**config.mk**
```make
export PLATFORM = sky130hd
export DESIGN_NAME = csr_target_access
export DESIGN_NICKNAME = d
export VERILOG_FILES = /design/src/rtl/csr_pkg.sv /design/src/rtl/csr_target_access.sv
export SDC_FILE = /design/constraint.sdc
export NUM_CORES = 1
export LEC_CHECK = 0
export ABC_AREA = 0
export BUFFER_PORTS_ARGS = -buffer_cell sky130_fd_sc_hd__buf_2
export CELL_PAD_IN_SITES_DETAIL_PLACEMENT = 1
export CELL_PAD_IN_SITES_GLOBAL_PLACEMENT = 1
export CORE_ASPECT_RATIO = 1.75
export CORE_MARGIN = 4
export CORE_UTILIZATION = 36
export DETAILED_ROUTE_END_ITERATION = 12
export PLACE_DENSITY = 0.95
export SYNTH_ARGS = -nofsm -noshare
export SYNTH_HDL_FRONTEND = slang
export SYNTH_SLANG_ARGS = --single-unit
```
**constraint.sdc**
```tcl
create_clock -name clk -period 4.3 [get_ports clk]
set_input_delay 0.645 -clock clk [delete_from_list [all_inputs] [get_ports clk]]
set_output_delay 0.645 -clock clk [all_outputs]
set_load 0.03 [all_outputs]
```
**src/rtl/csr_pkg.sv**
```systemverilog
// Shared CSR bus types: the request/response pair between master and targets,
// and the local access strobe a target presents to its owning register file.
package csr_pkg;

   localparam int CSR_SELECT_WIDTH  = 16;
   localparam int CSR_ADDRESS_WIDTH = 16;
   localparam int CSR_DATA_WIDTH    = 32;

   typedef struct packed {
      logic                         valid;
      logic                         read_not_write;
      logic [CSR_SELECT_WIDTH-1:0]  select;
      logic [CSR_ADDRESS_WIDTH-1:0] address;
      logic [CSR_DATA_WIDTH-1:0]    data;
   } t_csr_request;

   typedef struct packed {
      logic                      acknowledge;
      logic                      read_data_valid;
      logic                      read_data_error;
      logic [CSR_DATA_WIDTH-1:0] read_data;
   } t_csr_response;

   typedef struct packed {
      logic                         valid;
      logic                         read_not_write;
      logic [CSR_ADDRESS_WIDTH-1:0] address;
      logic [CSR_DATA_WIDTH-1:0]    data;
   } t_csr_access;

endpackage

```
**src/rtl/csr_target_access.sv**
```systemverilog
// CSR target responder: accepts one request for its select id, acknowledges it,
// runs a single local access with optional timeout, and returns read data for
// one cycle. Response outputs are zero whenever idle so targets can be OR-ed.
module csr_target_access
   import csr_pkg::*;
#(
   parameter int ACCESS_TIMEOUT = 255
) (
   input  logic                         clk,
   input  logic                         clk__enable,
   input  logic                         reset_n,
   input  logic [CSR_SELECT_WIDTH-1:0]  csr_select,
   input  logic                         csr_request__valid,
   input  logic                         csr_request__read_not_write,
   input  logic [CSR_SELECT_WIDTH-1:0]  csr_request__select,
   input  logic [CSR_ADDRESS_WIDTH-1:0] csr_request__address,
   input  logic [CSR_DATA_WIDTH-1:0]    csr_request__data,
   output logic                         csr_response__acknowledge,
   output logic                         csr_response__read_data_valid,
   output logic                         csr_response__read_data_error,
   output logic [CSR_DATA_WIDTH-1:0]    csr_response__read_data,
   output logic                         csr_access__valid,
   output logic                         csr_access__read_not_write,
   output logic [CSR_ADDRESS_WIDTH-1:0] csr_access__address,
   output logic [CSR_DATA_WIDTH-1:0]    csr_access__data,
   input  logic                         csr_access_ack,
   input  logic                         csr_access_error,
   input  logic [CSR_DATA_WIDTH-1:0]    csr_read_data
);

   typedef enum logic [1:0] {IDLE, ACKED, ACCESS, RESPOND} t_csr_target_state;

   localparam int               CNT_W      = (ACCESS_TIMEOUT < 1) ? 1 : $clog2(ACCESS_TIMEOUT + 1);
   localparam bit               TIMEOUT_EN = (ACCESS_TIMEOUT != 0);
   localparam logic [CNT_W-1:0] CNT_LAST   = TIMEOUT_EN ? CNT_W'(ACCESS_TIMEOUT - 1) : '0;
   localparam logic [CNT_W-1:0] CNT_MAX    = '1;

   t_csr_target_state state_q, state_d;
   logic [CNT_W-1:0]  cnt_q, cnt_d;
   t_csr_access       access_q, access_d;
   t_csr_response     resp_q, resp_d;
   t_csr_request      req;
   logic              req_match;

   // Gather the flat request ports into one struct for decoding.
   always_comb begin
      req.valid          = csr_request__valid;
      req.read_not_write = csr_request__read_not_write;
      req.select         = csr_request__select;
      req.address        = csr_request__address;
      req.data           = csr_request__data;
   end

   assign req_match = req.valid && (req.select == csr_select);

   // Next-state logic; response fields default to zero so they only pulse when set.
   always_comb begin
      state_d  = state_q;
      cnt_d    = cnt_q;
      access_d = access_q;
      resp_d   = '0;
      case (state_q)
         IDLE: begin
            if (req_match) begin
               access_d.read_not_write = req.read_not_write;
               access_d.address        = req.address;
               access_d.data           = req.data;
               resp_d.acknowledge      = 1'b1;
               state_d                 = ACKED;
            end
         end
         ACKED: begin
            if (req.valid) begin
               resp_d.acknowledge = 1'b1;
            end else begin
               access_d.valid = 1'b1;
               cnt_d          = '0;
               state_d        = ACCESS;
            end
         end
         ACCESS: begin
            if (csr_access_ack) begin
               cnt_d          = '0;
               access_d.valid = 1'b0;
               if (access_q.read_not_write) begin
                  resp_d.read_data_valid = 1'b1;
                  resp_d.read_data_error = csr_access_error;
                  resp_d.read_data       = csr_read_data;
                  state_d                = RESPOND;
               end else begin
                  state_d = IDLE;
               end
            end else if (TIMEOUT_EN && (cnt_q == CNT_LAST)) begin
               cnt_d          = '0;
               access_d.valid = 1'b0;
               if (access_q.read_not_write) begin
                  resp_d.read_data_valid = 1'b1;
                  resp_d.read_data_error = 1'b1;
                  state_d                = RESPOND;
               end else begin
                  state_d = IDLE;
               end
            end else if (cnt_q != CNT_MAX) begin
               cnt_d = cnt_q + CNT_W'(1);
            end
         end
         RESPOND: begin
            state_d = IDLE;
         end
         default: begin
            state_d = IDLE;
         end
      endcase
   end

   // State and output registers; frozen while the clock enable is low.
   always_ff @(posedge clk or negedge reset_n) begin
      if (!reset_n) begin
         state_q  <= IDLE;
         cnt_q    <= '0;
         access_q <= '0;
         resp_q   <= '0;
      end else if (clk__enable) begin
         state_q  <= state_d;
         cnt_q    <= cnt_d;
         access_q <= access_d;
         resp_q   <= resp_d;
      end
   end

   assign csr_response__acknowledge     = resp_q.acknowledge;
   assign csr_response__read_data_valid = resp_q.read_data_valid;
   assign csr_response__read_data_error = resp_q.read_data_error;
   assign csr_response__read_data       = resp_q.read_data;
   assign csr_access__valid             = access_q.valid;
   assign csr_access__read_not_write    = access_q.read_not_write;
   assign csr_access__address           = access_q.address;
   assign csr_access__data              = access_q.data;

endmodule
```
Word level (Yosys, flattened, before mapping) --
Index checks and enable logic that the tools add are counted.
Word-level totals: logic and storage cells 51, memory bits (writable) 0, bits in latches 0, memories 0, input port bits 119, ROM bits 0, register bits after elaboration 95
Cells by class: bitwise logic cells 0, reductions and logical operators 7, shifts and indexed selects 0, equality and inequality tests 10, multiplexer cells 23, multiply operators 0, divide/modulo/power cells 0, add/subtract/negate cells 1, magnitude comparators 0
Operators by type and width (count):
- two-way mux 34 bit | 2
- two-way mux 32 bit | 1
- two-way mux 8 bit | 4
- equality test 16 bit | 1
- one-hot mux 8 bit (2 select lines) | 1
- two-way mux 2 bit | 7
- AND reduction 4 bit | 3
- adder 8 x 1 -> 8 bit, second input constant | 1
- equality test 8 bit, second input constant | 1
- != test 8 bit, second input constant | 1
- one-hot mux 2 bit (4 select lines) | 1
- two-way mux 1 bit | 5
- equality test 2 bit, second input constant | 2
- != test 2 bit, second input constant | 2
- != test 4 bit, second input constant | 1
- one-hot mux 1 bit (2 select lines) | 2
- != test 3 bit, second input constant | 1
- AND reduction 3 bit | 1
- equality test 2 x 1 -> 1 bit, second input constant | 1
- logical NOT 2 bit | 1
- nonzero test 2 bit | 1
- logical AND 1 bit | 1

Longest topological paths before layout --
Gate-level depths: netlist (run 1).
word-level depth 5, depth in mapped cells 8

Worst setup path before layout (run 1) --
Ideal clock, no wire load.
kind input to register, from input csr_select[0], to register access_q, in the netlist csr_access__data[10], stages 8, setup time 125 ps, path slack 1998 ps, data arrival time 2177 ps, path through xor2_1 -> nor4_1 -> nand2_1 -> nor4_2 -> nand3_1 -> buf_6 -> buf_6 -> mux2_4
On the way: word-level cells in the longest chain between the ends 3
RTL lines:
- from (decl) | RTL line csr_target_access.sv:12 | input logic [CSR_SELECT_WIDTH-1:0] csr_select,
- equality test 16 bit | RTL line csr_target_access.sv:54 | assign req_match = req.valid && (req.select == csr_select);
- logical AND 1 bit | RTL line csr_target_access.sv:54
- AND reduction 3 bit (no source line)
- to (signal assigned) | RTL line csr_target_access.sv:126 | access_q <= access_d;
- to (decl) | RTL line csr_target_access.sv:40 | t_csr_access access_q, access_d;
No other way between the ends. A chain may end at the register's enable or synchronous reset.

Worst setup path after layout (run 1) --
from input csr_select[0], to register access_q, in the netlist csr_access__data[23]
The elaborated chain is that of the path after synthesis.

==> results.toml, run 1 <==
[clock_tree]
post_cts_resized = 0
htreeDepth = 3
cts_tree = "yes"
post_cts_buffers = 0
clockRootBuffer = "clkbuf_16"
clockBufferDepth = 2
clk_latency_ps = 330
clk_pin_slew_ps = 70
cts_buffers = 9
cts_sinks = 95
cts_hold_buf = 0

[floorplan]
io_pins = 204
start_util_pct = 37.2
dieArea_um2 = 13000
dieHeight_um = 148
rows = 50
dieWidth_um = 88.0
core_um2 = 10800

[placed_design]
dp_hpwl_um = 9450
port_buffers = 203
dpl_cell_area_um2 = 5160
preCtsSetupSlack_ps = 1160
place_congestion = 0.813

[critical_path]
crit_slowest_cell = "nand3_2"
critical_path_class = "input pin to flop"
worstPathArrival_ps = 2980
reg2reg_slack_ps = 1990
crit_required_ps = 4520
r2r-end = "csr_response__read_data[27]$_DFFE_PN0P_"
reg2reg_depth = 6
start_kind = "input pin"
crit_path_cell_trace = "buf_2 -> xor2_1 -> nor4_1 -> nand2_1 -> nor4_2 -> nand3_2 -> buf_4 -> mux2_2"
r2r-start = "state_q[0]$_DFFE_PN0P_"
max_stage_delay_ps = 500
cp_max_fo = 35
setup.worst_path.end_class = "flop"

[layout]
design_area_um2 = 5470
drive_gt1_share_pct = 49.3
multi_input_area_um2 = 1440
area_growth_pct = 35.7
ff_latch_area_um2 = 2380
n_antenna_cell = 0
nFillCells = 1235
fin_nets = 671

[grt]
grt_use_total_pct = 18.9
grt-ovfl-total = 0
grt_max_degree = 65
grt_pass1_wl_um = 19000
antenna_found_initial = 0
grt_pass1_vias = 3883

[min_path]
hold_path.class = "input pin to asynchronous set/reset pin"

[synthesis]
ys_seq_elements = 95
synth_area_um2 = 4030
syn-num-nets = 469
synthCells = 345
ys_types = 29
synth-warning-count = 0
yosysSeqAreaShare_pct = 59.0
postSynthAreaPerCell_um2 = 11.7

[routing]
routed_wl_um = 12000
viasPerCell = 4.88
vias = 3325
drt_iter0_drc = 38
drc = 0
firstDrtPassIters = 4
postRouteAntennaNets = 0
wire_per_inst_um = 17.6

[pwr]
ir_drop_mv = 0.213
p_leak_nw = 3.04
power_density_nw_per_um2 = 363
power.total_mw = 1.98

[sta]
final.setup.worst_slack_ps = 1530
period_needed_ps = 2770
skew_ps = 5.30
hold_viol = 0
fmax_mhz = 362
fin_hold_ws_ps = 411
drv_slew = 0
min_period_over_period_pct = 64.3
tightest_slew_ps = 1170
rsz0062_at_grt = "no"
finalSetupViolations = 0
slew_headroom_pct = 21.9
setup_tns_ps = 0

[outcome]
status = "complete, no violations"

[flow_run]
max_cap_viol_count = 0
==> cell type report <==
type | instances | area share [%]
clock buffer | 12 | 4.69
clock inverter | 4 | 0.984
inverter | 39 | 2.68
multi-input combinational | 197 | 26.3
sequential | 95 | 43.5
tap | 130 | 2.97
timing repair buffer | 205 | 18.9
==> flip-flops by register name (all words and copies together) (netlist names) <==
| register | flops |
|---|---|
| csr_response__acknowledge | 1 |
| csr_response__read_data | 32 |
| cnt_q | 8 |
| csr_access__valid | 1 |
| csr_access__address | 16 |
| csr_response__read_data_error | 1 |
| csr_access__read_not_write | 1 |
| state_q | 2 |
| csr_response__read_data_valid | 1 |
| csr_access__data | 32 |
==> cell families after synthesis <==
group	share of synthesized area [%]
AOI/OAI and AO/OA	6.40
xor gates and xnor gates	4.35
adders and majority gates	1.55
buffers and inverters	5.40
DFF	59.0
muxes	14.9
and+or+nand+nor	8.44
==> report_power, final <==
group	internal [mW]	total [mW]	switching [mW]
registers	0.915	0.936	0.0211
logic	0.0989	0.235	0.136
clock network	0.484	0.813	0.329
==> stage by stage <==
step / util (%) / instances
floorplan: - / 345
global placement: 47.7 / 666
detailed placement: 47.7 / 666
CTS: 50.5 / 682
global route: 50.5 / 682
finish: 50.5 / 682
==> synthesized netlist by cell type <==
library cell	n	area share [%]
and4_1	2	0.43
inv_1	39	3.6
nand3_1	5	0.62
a31oi_1	3	0.47
nand2_1	42	3.9
a21oi_1	4	0.50
nor2_1	7	0.65
mux2_2	39	11
mux2i_1	1	0.25
nor4_1	2	0.31
nand3b_1	1	0.19
xor2_1	10	2.2
o21ai_0	39	4.8
clkbuf_1	9	0.84
or3_1	2	0.31
dfrtp_1	95	59
o22ai_1	1	0.16
or2_2	1	0.16
nor4_2	1	0.31
mux2_4	10	3.7
o41ai_1	1	0.22
and3_1	4	0.62
buf_6	2	0.56
xnor2_1	10	2.2
a2bb2oi_1	1	0.22
buf_2	3	0.37
nand4_1	3	0.47
ha_1	5	1.6
and2_1	3	0.47
==> routing by layer <==
layer	global-route usage (%)	vias up	part of all wire (%)
met2	36.8	136	58
met5	0	-	0
met3	4.74	26	6.7
met4	6.76	0	2.9
met1	18.4	1622	32
li1	-	1541	-
==> worst max-delay path: cells and delay by family <==
family	cells	cell delay, ps
simple gates	4	1240
buf+inv	2	590
mux	1	340
xor+xnor	1	150
==> how the worst max path moves through the flow <==
stage	startpoint	end	slack, ps
6_report	csr_select[0]	csr_access__data[23]$_DFFE_PN0P_	1530
5_1_grt	csr_select[6]	csr_access__data[1]$_DFFE_PN0P_	1380
4_1_cts	csr_select[0]	csr_access__data[23]$_DFFE_PN0P_	1500
3_5_place_dp	csr_select[0]	csr_access__data[23]$_DFFE_PN0P_	1160
3_3_place_gp	csr_select[0]	csr_access__address[10]$_DFFE_PN0P_	1270
2_1_floorplan	csr_select[0]	csr_access__data[10]$_DFFE_PN0P_	2000
==> cells in the final DEF, fill, tap and decap left out, types with 2 or more instances in the layout <==
cell type | netlist | layout
clkbuf_8 | 0 | 2
nand2_1 | 42 | 42
nor2_1 | 7 | 7
a21oi_1 | 4 | 4
ha_1 | 5 | 5
buf_4 | 0 | 3
nor4_1 | 2 | 2
inv_1 | 39 | 39
buf_2 | 3 | 202
a31oi_1 | 3 | 3
mux2_2 | 39 | 39
or3_1 | 2 | 2
mux2_4 | 10 | 10
xor2_1 | 10 | 10
clkinvlp_4 | 0 | 2
and2_1 | 3 | 3
xnor2_1 | 10 | 10
clkbuf_16 | 0 | 9
nand3_1 | 5 | 4
dfrtp_1 | 95 | 95
nand4_1 | 3 | 3
and4_1 | 2 | 2
and3_1 | 4 | 4
o21ai_0 | 39 | 39
Note: power is estimated with default switching activity, not from simulation.
==> inputs of run 2 (changes only) <==
CORE_UTILIZATION = 31   (was 36)
PLACE_DENSITY = 0.89   (was 0.95)
clock period = 2.35 ns   (was 4.3 ns; I/O delays follow)
==> results.toml, run 2 (synthesis results as in run 1) <==
[clock_tree]
cts_hold_buf = 0
clockRootBuffer = "clkbuf_16"
cts_buffers = 9
clk_pin_slew_ps = 70
cts_sinks = 95
clk_latency_ps = 330
post_cts_buffers = 0
cts_tree = "yes"
post_cts_resized = 0
htreeDepth = 3
clockBufferDepth = 2

[grt]
grt-ovfl-total = 0
antenna_found_initial = 0
grt_pass1_wl_um = 18200
grt_pass1_vias = 3760
grt_use_total_pct = 15.3
grt_max_degree = 52

[sta]
setup_tns_ps = 0
rsz0062_at_grt = "no"
hold_viol = 0
finalSetupViolations = 0
period_needed_ps = 1830
slew_headroom_pct = 54.7
min_period_over_period_pct = 77.8
tightest_slew_ps = 680
drv_slew = 0
skew_ps = 6.25
fmax_mhz = 547

[layout]
fin_nets = 674
n_antenna_cell = 0
mostFrequentLayoutCell = "buf_2"
design_area_um2 = 5580
layout_common_cells = "buf_2 (202), dfrtp_1 (95), nand2_1 (42)"
area_growth_pct = 38.3
drive_gt1_share_pct = 49.5

[critical_path]
crit_required_ps = 2560
max_stage_delay_ps = 340
startpoint = "csr_select[0]"
cp_max_fo = 41
worstPathArrival_ps = 2040
reg2reg_slack_ps = 530
r2r-end = "state_q[1]$_DFFE_PN0P_"
setup.worst_path.end_class = "flop"
start_kind = "input pin"
crit_slowest_cell = "nor4_2"
critical_path_class = "input pin to flop"
cp_num_buf_inv = 2
r2r-start = "cnt_q[3]$_DFFE_PN0P_"
reg2reg_depth = 6
crit_path_cell_trace = "buf_2 -> xor2_1 -> nor4_1 -> nand2_1 -> nor4_2 -> nand3_2 -> buf_12 -> mux2_4"
critPathTopFamily = "simple AND/OR/NAND/NOR gates"

[floorplan]
dieArea_um2 = 15000
dieWidth_um = 94.2
rows = 54
io_pins = 204
dieHeight_um = 159
core_um2 = 12600
start_util_pct = 31.9

[routing]
viasPerCell = 4.57
routed_wl_um = 11500
drt_iter0_drc = 85
postRouteAntennaNets = 0
vias = 3306
wire_per_inst_um = 15.8
drc = 0
firstDrtPassIters = 4

[pwr]
ir_drop_mv = 0.337
switching_share_pct = 24.7
switchingPower_uw = 917
power.share.clock_pct = 42.0
intPower_mw = 2.80
power_density_nw_per_um2 = 667
pwr-share-seq_pct = 46.1
p_leak_nw = 3.07
power_frac_comb_pct = 12.0

[flow_run]
max_cap_viol_count = 0

[placed_design]
dpl_cell_area_um2 = 5260
port_buffers = 203
dp_hpwl_um = 9230
place_congestion = 0.777

[min_path]
hold_path.class = "input pin to asynchronous set/reset pin"

[outcome]
status = "complete, no violations"
-- run 2: cell types whose count changed in the layout (fill, tap and decap cells not counted), sizes merged --
cell,delta
clkbuf,-2
buf,+3
inv,+2
clkinvlp,-2
clkinv,+1
bufinv,+1
-- run 2: final cells by class --
class / count / area, µm²
inverter: 39 / 146
fill: 1474 / 7060
timing repair buffer: 208 / 1080
clock buffer: 10 / 229
tap: 168 / 210
multi-input combinational: 197 / 1440
sequential: 95 / 2380
clock inverter: 6 / 91.3
-- run 2: power groups by stage --
stage / combinational [mW] / sequential [mW] / clock (mW)
final: 0.445 / 1.71 / 1.56
after global routing: 0.500 / 1.72 / 1.68
after CTS: 0.456 / 1.71 / 1.62
after detailed placement: 0.454 / 1.74 / 0
after global placement: 0.421 / 1.74 / 0
after floorplan: 0.198 / 1.76 / 0
-- run 2: worst max-delay path by stage --
stage / to / cells after the start / slack (ps)
global route: cnt_q[7]$_DFFE_PN0P_ / 7 / 340
detailed placement: csr_access__data[10]$_DFFE_PN0P_ / 8 / 190
finish: csr_access__data[10]$_DFFE_PN0P_ / 8 / 520
CTS: state_q[1]$_DFFE_PN0P_ / 6 / 530
global placement: csr_access__data[15]$_DFFE_PN0P_ / 8 / 190
floorplan: csr_access__data[10]$_DFFE_PN0P_ / 8 / 340
-- run 2: worst reg2reg max path, cell delays in order, from the launching register on --
cell      delay, ps
dfrtp_1         420
and4_1          240
and4_1          230
nand3b_1        220
and3_1          280
and2_1          170
a31oi_1         180
-- run 2: per-layer routing --
| layer | track usage (%) | wire length (µm) | up-vias | share of wire [%] |
|---|---|---|---|---|
| met1 | 13.7 | 3570 | 1584 | 31 |
| met5 | 0 | 0 | - | 0 |
| met3 | 4.12 | 816 | 31 | 7.1 |
| li1 | - | - | 1548 | - |
| met4 | 7.30 | 442 | 0 | 3.9 |
| met2 | 30.1 | 6630 | 143 | 58 |
-- run 2: metrics by stage --
stage               setup slack [ps]  power (mW)  instances  hold slack, ps  util, %
finish                           523        3.72        723            59.4     44.1
global route                     339        3.89        723             108     44.1
CTS                              526        3.78        723            71.8     44.1
detailed placement               185        2.20        707             437     41.6
global placement                 189        2.16        707             425     41.6
floorplan                        340        1.96        345            56.9        -
==> inputs of run 3 (changes only) <==
clock period = 1.6 ns   (was 2.35 ns; I/O delays follow)
==> results.toml, run 3 (synthesis results as in run 1) <==
[outcome]
status = "finished with violations"
violations = "setup timing"

[floorplan]
core_um2 = 12600
start_util_pct = 31.9
rows = 54
io_pins = 204
dieWidth_um = 94.2
dieHeight_um = 159
dieArea_um2 = 15000

[placed_design]
dp_cells = 728
preCtsSetupSlack_ps = -470
port_buffers = 203
place_congestion = 0.792
dpl_cell_area_um2 = 5410
dp_hpwl_um = 9900

[sta]
period_needed_ps = 1790
rsz0062_at_grt = "yes"
drv_slew = 0
finalSetupViolations = 10
min_period_over_period_pct = 112
tightest_slew_ps = 342
fmax_mhz = 558
setup_tns_ps = -593
final.setup.worst_slack_ps = -191
hold_viol = 0
skew_ps = 8.06
slew_headroom_pct = 77.2

[pwr]
power_density_nw_per_um2 = 940
ir_drop_mv = 0.479
p_leak_nw = 3.21
power.total_mw = 5.54

[grt]
grt_max_degree = 62
grt_pass1_wl_um = 19900
grt-ovfl-total = 0
grt_use_total_pct = 17.1
antenna_found_initial = 2
grt_pass1_vias = 3914

[critical_path]
critical_path_class = "flop to flop"
cp_max_fo = 5
worstPathArrival_ps = 2020
setup.worst_path.end_class = "flop"
start_kind = "flop"
crit_required_ps = 1830

[clock_tree]
cts_buffers = 9
cts_tree = "yes"
clockRootBuffer = "clkbuf_16"
clk_pin_slew_ps = 70
clockBufferDepth = 2
cts_sinks = 95
clk_latency_ps = 340
htreeDepth = 3

[routing]
firstDrtPassIters = 4
routed_wl_um = 12900
postRouteAntennaNets = 0
wire_per_inst_um = 17.2
drc = 0
viasPerCell = 4.59
drt_iter0_drc = 115
vias = 3447

[min_path]
hold_path.class = "input pin to flop"

[layout]
multi_input_area_um2 = 1570
drive_gt1_share_pct = 55.8
ff_latch_area_um2 = 2380
stdcell_count = 751
design_area_um2 = 5890
layout_common_cells = "buf_2 (199), dfrtp_1 (94), nand2_1 (39), mux2_2 (39), inv_1 (37)"
area_growth_pct = 46.2
mostFrequentLayoutCell = "buf_2"
nFillCells = 1434
fin_nets = 700

[flow_run]
max_cap_viol_count = 0
==> run 3: final timing paths <==
check	slack (ps)	end	startpoint	cells after the start
worst max-delay path	-190	cnt_q[3]$_DFFE_PN0P_	state_q[0]$_DFFE_PN0P_	8
worst min-delay path	100	csr_response__read_data[13]$_DFFE_PN0P_	csr_read_data[13]	3
worst max register to register	-190	cnt_q[3]$_DFFE_PN0P_	state_q[0]$_DFFE_PN0P_	8
worst min register to register	500	csr_access__data[30]$_DFFE_PN0P_	csr_access__data[30]$_DFFE_PN0P_	1
max in group asynchronous	740	state_q[0]$_DFFE_PN0P_	reset_n	3
min in group asynchronous	290	csr_response__read_data[30]$_DFFE_PN0P_	reset_n	2
==> run 3: critical path, stage by stage (launching register included) <==
cell	delay, ps
dfrtp_2	410
inv_2	70
ha_4	260
and3_4	170
nand4_1	240
buf_4	240
nor2_4	90
xnor2_1	130
nor2_1	60
==> run 3: power breakdown <==
part           switching (mW)  internal (mW)
registers              0.0493           2.46
logic                   0.524          0.499
clock network           0.936           1.07
==> run 3: metrics by stage <==
step	hold WS [ps]	util, %
after CTS	88.6	45.9
after floorplan	-55.6	-
after global routing	99.7	46.6
after global placement	86.9	42.8
after detailed placement	89.0	42.8
final	103	46.6
==> run 3: area by class of cell <==
cell class              count  share of cell area [%]
clock inverters             5                   0.722
clock buffers              11                    3.95
flip-flops and latches     95                    40.4
inverters                  39                    2.48
diodes                      2                  0.0849
multi-input cells         197                    26.6
repair buffers            234                    22.2
well taps                 168                    3.57
==> run 3: metal layers <==
| layer | GRT usage (%) | vias up | part of all wire [%] |
|---|---|---|---|
| met3 | 3.93 | 40 | 5.4 |
| met4 | 8.48 | 0 | 4.7 |
| li1 | - | 1606 | - |
| met1 | 17.6 | 1670 | 33 |
| met2 | 31.6 | 131 | 57 |
| met5 | 0 | - | 0 |
==> run 3: timing repair <==
action,CTS,global route
resized for setup,23,19
setup buffers,2,3
hold endpoints to repair,10,0
pin swaps,10,7
endpoints found under the setup margin,90,91
hold buffers,1,0
